--- src/rtl/adder_tree_accum.sv ---
// adder_tree_accum
//   Pipelined multi-operand adder tree with frame accumulation and saturation,
//   used for dendritic summation of N_IN synaptic operands per beat.
//
//   Parameters
//     N_IN   operands per beat (power of two, 2..16), L = log2(N_IN) tree levels
//     W      operand width
//     ACC_W  accumulator / result width (ACC_W >= W + L)
//     SIGNED 0 = unsigned operands and result, 1 = two's complement
//
//   Ports
//     clk, rst_n            clock (rising edge), asynchronous active-low reset
//     clear                 synchronous flush of pipeline, accumulator, output
//     in_valid/in_ready     beat handshake; in_data operand k at [k*W +: W]
//     in_last               beat closes the current frame
//     out_valid/out_ready   result handshake
//     out_sum, out_sat      saturated frame sum, sticky clamp flag for the frame
module adder_tree_accum #(
  parameter int N_IN   = 8,
  parameter int W      = 8,
  parameter int ACC_W  = 16,
  parameter int SIGNED = 0
) (
  input  logic              clk,
  input  logic              rst_n,
  input  logic              clear,
  input  logic              in_valid,
  output logic              in_ready,
  input  logic [N_IN*W-1:0] in_data,
  input  logic              in_last,
  output logic              out_valid,
  input  logic              out_ready,
  output logic [ACC_W-1:0]  out_sum,
  output logic              out_sat
);

  localparam int L  = $clog2(N_IN);
  localparam int TW = W + L;   // width of the final tree sum

  // A held result that nobody takes freezes the whole pipe.
  logic stall;
  assign stall    = out_valid && !out_ready;
  assign in_ready = !stall;

  // Beat register: the acceptance point of a beat; isolates in_data fanout
  // from the first adder level.
  logic [N_IN*W-1:0] beat_data;
  logic              beat_vld;
  logic              beat_lst;

  always_ff @(posedge clk or negedge rst_n) begin
    if (!rst_n) begin
      beat_data <= '0;
      beat_vld  <= 1'b0;
      beat_lst  <= 1'b0;
    end else if (clear) begin
      beat_vld  <= 1'b0;
      beat_lst  <= 1'b0;
    end else if (!stall) begin
      beat_data <= in_data;
      beat_vld  <= in_valid;
      beat_lst  <= in_last;
    end
  end

  // Registered binary tree. Level gi holds N_IN>>(gi+1) sums of W+gi+1 bits;
  // each operand is widened by one bit (sign or zero) before adding.
  genvar gi, gk;
  generate
    for (gi = 0; gi < L; gi++) begin : lvl
      localparam int NS = N_IN >> (gi + 1);
      localparam int SW = W + gi + 1;

      logic src_vld, src_lst;
      logic vld, lst;

      if (gi == 0) begin : from_beat
        assign src_vld = beat_vld;
        assign src_lst = beat_lst;
      end else begin : from_lvl
        assign src_vld = lvl[gi-1].vld;
        assign src_lst = lvl[gi-1].lst;
      end

      always_ff @(posedge clk or negedge rst_n) begin
        if (!rst_n) begin
          vld <= 1'b0;
          lst <= 1'b0;
        end else if (clear) begin
          vld <= 1'b0;
          lst <= 1'b0;
        end else if (!stall) begin
          vld <= src_vld;
          lst <= src_lst;
        end
      end

      for (gk = 0; gk < NS; gk++) begin : node
        logic [SW-2:0] a, b;
        logic          ea, eb;
        logic [SW-1:0] sum;

        if (gi == 0) begin : src_in
          assign a = beat_data[(2*gk)*W +: W];
          assign b = beat_data[(2*gk+1)*W +: W];
        end else begin : src_prev
          assign a = lvl[gi-1].node[2*gk].sum;
          assign b = lvl[gi-1].node[2*gk+1].sum;
        end

        assign ea = (SIGNED != 0) && a[SW-2];
        assign eb = (SIGNED != 0) && b[SW-2];

        always_ff @(posedge clk or negedge rst_n) begin
          if (!rst_n) begin
            sum <= '0;
          end else if (!stall) begin
            sum <= {ea, a} + {eb, b};
          end
        end
      end
    end
  endgenerate

  logic [TW-1:0] tree_sum;
  logic          tree_vld, tree_lst;
  assign tree_sum = lvl[L-1].node[0].sum;
  assign tree_vld = lvl[L-1].vld;
  assign tree_lst = lvl[L-1].lst;

  // Accumulator state
  logic [ACC_W-1:0] acc;
  logic             sat_acc;
  logic             first;

  // One guard bit above ACC_W is enough: both addends already fit ACC_W bits.
  logic [ACC_W:0]   tree_ext, acc_ext, acc_next;
  logic [ACC_W-1:0] acc_clamp;
  logic             clamp;

  always_comb begin
    tree_ext  = '0;
    acc_ext   = '0;
    acc_next  = '0;
    acc_clamp = '0;
    clamp     = 1'b0;

    if (SIGNED != 0) begin
      tree_ext = {{(ACC_W+1-TW){tree_sum[TW-1]}}, tree_sum};
      acc_ext  = {acc[ACC_W-1], acc};
    end else begin
      tree_ext = {{(ACC_W+1-TW){1'b0}}, tree_sum};
      acc_ext  = {1'b0, acc};
    end

    acc_next  = (first ? '0 : acc_ext) + tree_ext;
    acc_clamp = acc_next[ACC_W-1:0];

    if (SIGNED != 0) begin
      // Overflow shows as the guard bit disagreeing with the result sign.
      if (acc_next[ACC_W] != acc_next[ACC_W-1]) begin
        clamp     = 1'b1;
        acc_clamp = acc_next[ACC_W] ? {1'b1, {(ACC_W-1){1'b0}}}
                                    : {1'b0, {(ACC_W-1){1'b1}}};
      end
    end else if (acc_next[ACC_W]) begin
      clamp     = 1'b1;
      acc_clamp = '1;
    end
  end

  always_ff @(posedge clk or negedge rst_n) begin
    if (!rst_n) begin
      acc       <= '0;
      sat_acc   <= 1'b0;
      first     <= 1'b1;
      out_valid <= 1'b0;
      out_sum   <= '0;
      out_sat   <= 1'b0;
    end else if (clear) begin
      acc       <= '0;
      sat_acc   <= 1'b0;
      first     <= 1'b1;
      out_valid <= 1'b0;
      out_sum   <= '0;
      out_sat   <= 1'b0;
    end else begin
      if (out_valid && out_ready) begin
        out_valid <= 1'b0;
      end
      // A new result loading in the handshake cycle overrides the drop above.
      if (!stall && tree_vld) begin
        if (tree_lst) begin
          out_sum   <= acc_clamp;
          out_sat   <= sat_acc | clamp;
          out_valid <= 1'b1;
          acc       <= '0;
          sat_acc   <= 1'b0;
          first     <= 1'b1;
        end else begin
          acc       <= acc_clamp;
          sat_acc   <= sat_acc | clamp;
          first     <= 1'b0;
        end
      end
    end
  end

endmodule

--- config.mk ---
export PLATFORM = sky130hd
export DESIGN_NAME = adder_tree_accum
export DESIGN_NICKNAME = d
export VERILOG_FILES = /design/src/rtl/adder_tree_accum.sv
export SDC_FILE = /design/constraint.sdc
export NUM_CORES = 1
export LEC_CHECK = 0
export ABC_CLOCK_PERIOD_IN_PS = 3400
export CAP_MARGIN = 20
export CORE_ASPECT_RATIO = 2
export CORE_MARGIN = 3
export CORE_UTILIZATION = 55
export CTS_CLUSTER_SIZE = 25
export DETAILED_ROUTE_END_ITERATION = 12
export GPL_TIMING_DRIVEN = 0
export PLACE_DENSITY = 0.85
export RECOVER_POWER = 100
export SYNTH_ARGS = -nofsm -noshare
export SYNTH_HDL_FRONTEND = slang
export SYNTH_SLANG_ARGS = --single-unit
--- constraint.sdc ---
create_clock -name clk -period 3.4 [get_ports clk]
set_input_delay 0.34 -clock clk [delete_from_list [all_inputs] [get_ports clk]]
set_output_delay 0.34 -clock clk [all_outputs]
set_load 0.005 [all_outputs]
==> results.md <==
* Status: complete, but fails checks
* Failing checks: max-capacitance violations, max-slew violations
* Initial DRT Pass Iterations at 4
* Final hold slack at 0.463 ns
* Final hold vios at 0
* Post-DP Area at roughly 11000 sq um
* TritonCTS clock tree: yes
* Async SR Flop Fraction at between 90% and 100%
* Net Sw Frac at 34.8%
* Synth top area cells: dfrtp_1 46%, ha_1 9.5%, mux2_2 7.2%, a21oi_1 5.4%, nand2_1 3.2%
* Number of diodes at 0
* Yosys reg bits at ~180
* Maximum vdd drop at between 0.0004 and 0.0005 V
* Finished Cell Area at between 10000 and 15000 sq um
* Vias/cell at 5.79
* HP Start: in_valid
* CP max FO at 14
* Top sig layer: met4
* Initial Util at a little under three fifths
* Worst Hold End: beat_vld
* Least-Margin Pin Slew at roughly 1.6 ns
* DIE AREA at ~19000 sq um
* P&R area growth vs syn at 18.4%
* Post-DR wirelength/cell at roughly 17 um
* Clk network pwr share at 24.6%
* Worst Path Arrival at ~3.5 ns
* Post-synth top flop: dfrtp_1
* PortBufs at 88
* Met3 wire length at 508 um
* Final setup viols at 0
* Post-synthesis cell count at 900
* Post-Syn Nets at 1049
* Path depth of the worst reg2reg path at 11
* Part of the power in registers at a little under two fifths
* Yosys warning count at 0
* Largest net degree at the start of global routing at around 110
* Switching power at between 2000 and 3000 uW
* Gr usage total at around a quarter
* Fin nets at around 1200
* Slew Limit Fails at 64
* Die Y-Extent at around 190 um
* Via count at 7095
* Fmax at slightly above 300 MHz
* Crit end category: register
* Avg Synthesized Cell Area at ~10 sq um
* WL met2 at approximately 12000 um
* Global route overflow at 0
* Placed insts at between 1000 and 1500
* Hold Path Stages at 3
* CTS max path bufs at 2
* Root buffer cell: clkbuf_16
* Filler instances at about 1200
* Area occupied by multi-input gates at about 4700 sq um
* Core area at about 17000 sq um
* Initial DRC Count at about 270
* H-tree depth at 4
* Total wire length at 20800 um
* M1 wire length at 7120 um
* Sequential element share of the synthesized area at a little under half
* R2R Setup Slk at ~0.15 ns
* Setup WS pre-CTS at -0.403 ns
* Chip width at 98.3 um
* First-pass GRT wire length at approximately 35000 um
* Tmin final at between 3 and 4 ns
* Initial antenna violation count at 0
* GPL Wtd Cong at between 0.9 and 1
* # DRC at 0
* Finished Layout Cells at between 1000 and 1500
* Top cell type's share of synthesized area at a little under half
* Setup Crit Path Kind: reg2reg
* Worst r2r dst: out_sum[0]
* Distinct cells, synth at between 50 and 60
* Tcrit/Tclk final at around 96%
* Reg clk slew, reported paths at 0.07 ns
* Syn Std Cell Area at between 9000 and 10000 sq um
* DP HPWL at 15800 um
* Hold Crit Class: in2reg
* Layout cells sized above 1 at a little under an eighth
* Leak pwr at 0.00509 uW
* ANT nets after route at 0
* Final worst setup slack at about 0.15 ns
* Max_cap viols at 1
* Cell internal pwr at 4890 uW
* # clock sinks at around 180
* Via count of the first global-routing pass at 7477
* FF/Latch Area at around 4400 sq um
* Cell taking the most area after synthesis: dfrtp_1
* Data required, critical path at 3.69 ns
* Critical Path Start Type: register
* Final core utilization at roughly two thirds
* Clk Latency, worst-skew pair at roughly 0.44 ns
* Power per cell area at 676 nW/um^2
* TritonCTS buffer count at 17
* Final setup skew at 0.0130 ns
* Reg-to-reg startpoint: first
* Combinational power share at 37.2%
* I/O Pins at 89
* Row count at 66
* Slew Limit Headroom at -6.14%
* EDFF count, synth at 0
==> cell usage after synthesis (all sizes together), types with 2 or more instances <==
cell and instances:
o22ai 2, o31ai 8, nand2 79, a211oi 16, a221oi 2, a21o 34
nor3 17, nor4b 2, ha 71, nand2b 8, mux2i 3, inv 36
and2 2, nor2b 17, nor2 75, a31o 6, a21oi 102, or4b 2
a211o 2, nand4b 3, a2111oi 4, buf 5, a311oi 2, xnor2 29
mux2 60, dfrtp 174, clkbuf 30, nor3b 3, and3 3, o21bai 10
fa 8, xor2 25, nand3 8, or3 2, o21ai 40
==> repair_timing <==
action / 4_1_cts / 5_1_grt
gates resized for setup: 1 / 4
setup buffers: 0 / 0
pin swaps: 0 / 0
hold buffers: 1 / 0
endpoints found under the setup margin: 34 / 20
endpoints found under the hold margin: 63 / 0
==> placed cells by master, fill, tap and decap left out, drive strengths merged, types with 10 or more instances in the layout <==
cell           instances
dlygate4sd3           19
clkbuf                51
nor2                  75
ha                    71
a21o                  34
inv                   40
o21ai                 40
clkdlybuf4s50         69
dfrtp                174
nor3                  17
nor2b                 17
nand2                 79
a211oi                16
xor2                  25
o21bai                10
xnor2                 29
a21oi                102
mux2                  60
==> final cells by class <==
type | count | share of cell area, %
tap | 204 | 2.30
timing repair buffer | 90 | 8.23
clock inverter | 13 | 0.936
buffer | 35 | 1.38
multi-input combinational | 652 | 42.3
sequential | 175 | 39.5
clock buffer | 19 | 4.08
inverter | 37 | 1.25
==> power groups by stage <==
stage / clock [uW] / sequential [uW] / combinational [uW]
floorplan: 0 / 2800 / 2160
global placement: 0 / 2870 / 2630
detailed placement: 0 / 2890 / 2770
CTS: 1860 / 2860 / 2800
global route: 1940 / 2910 / 3160
finish: 1850 / 2860 / 2790
==> metrics by stage <==
step / setup TNS [ns] / total power [uW]
floorplan: 0 / 4950
global placement: -866.71 / 5510
detailed placement: -9.64 / 5660
global route: -0.00480 / 8000
finish: 0 / 7500
CTS: 0 / 7520
==> metal layers <==
metal / vias up / track usage (%)
li1: 3376 / -
met1: 3498 / 23.4
met2: 150 / 44.4
met3: 71 / 3.00
met4: 0 / 14.8
met5: - / 0
==> worst max-delay path by stage <==
stage                     slack (ns)  start     endpoint
after detailed placement       -0.40  first  out_sum[12]
after global placement         -4.94  rst_n  out_sum[14]
after CTS                       0.07  first  out_sum[12]
after global routing          -0.005  first  out_sum[12]
after floorplan                 0.31  first      acc[10]
final                           0.15  first   out_sum[0]
==> kinds of logic (layout without fill, tap and decap cells) <==
group / Yosys count / count (layout) / share of synthesized area (%)
and+or+nand+nor: 223 / 223 / 10.8
xor gates and xnor gates: 54 / 54 / 5.05
adders and majority gates: 79 / 79 / 11.2
buffers and inverters: 73 / 194 / 3.11
muxes: 63 / 63 / 7.53
DFF: 175 / 175 / 46.7
AOI/OAI and AO/OA: 233 / 233 / 15.6
==> worst max-delay path: stages (launching register included) <==
cell	delay, ns
dfstp_4	0.72
clkbuf_4	0.24
nor2b_1	0.08
ha_1	0.22
fa_1	0.40
a21o_2	0.26
a221oi_4	0.31
or3_4	0.22
a21oi_4	0.10
buf_6	0.18
nor2_1	0.23
a211oi_1	0.13
==> state kept, by name, summed over array words and instances, names as in the netlist <==
register      flops
acc              16
lvl.node.sum     67
beat_lst          1
beat_data        64
beat_vld          1
first             1
out_sum          16
out_sat           1
out_valid         1
lvl.vld           3
sat_acc           1
lvl.lst           3
Power figures use the tool's default switching activity.
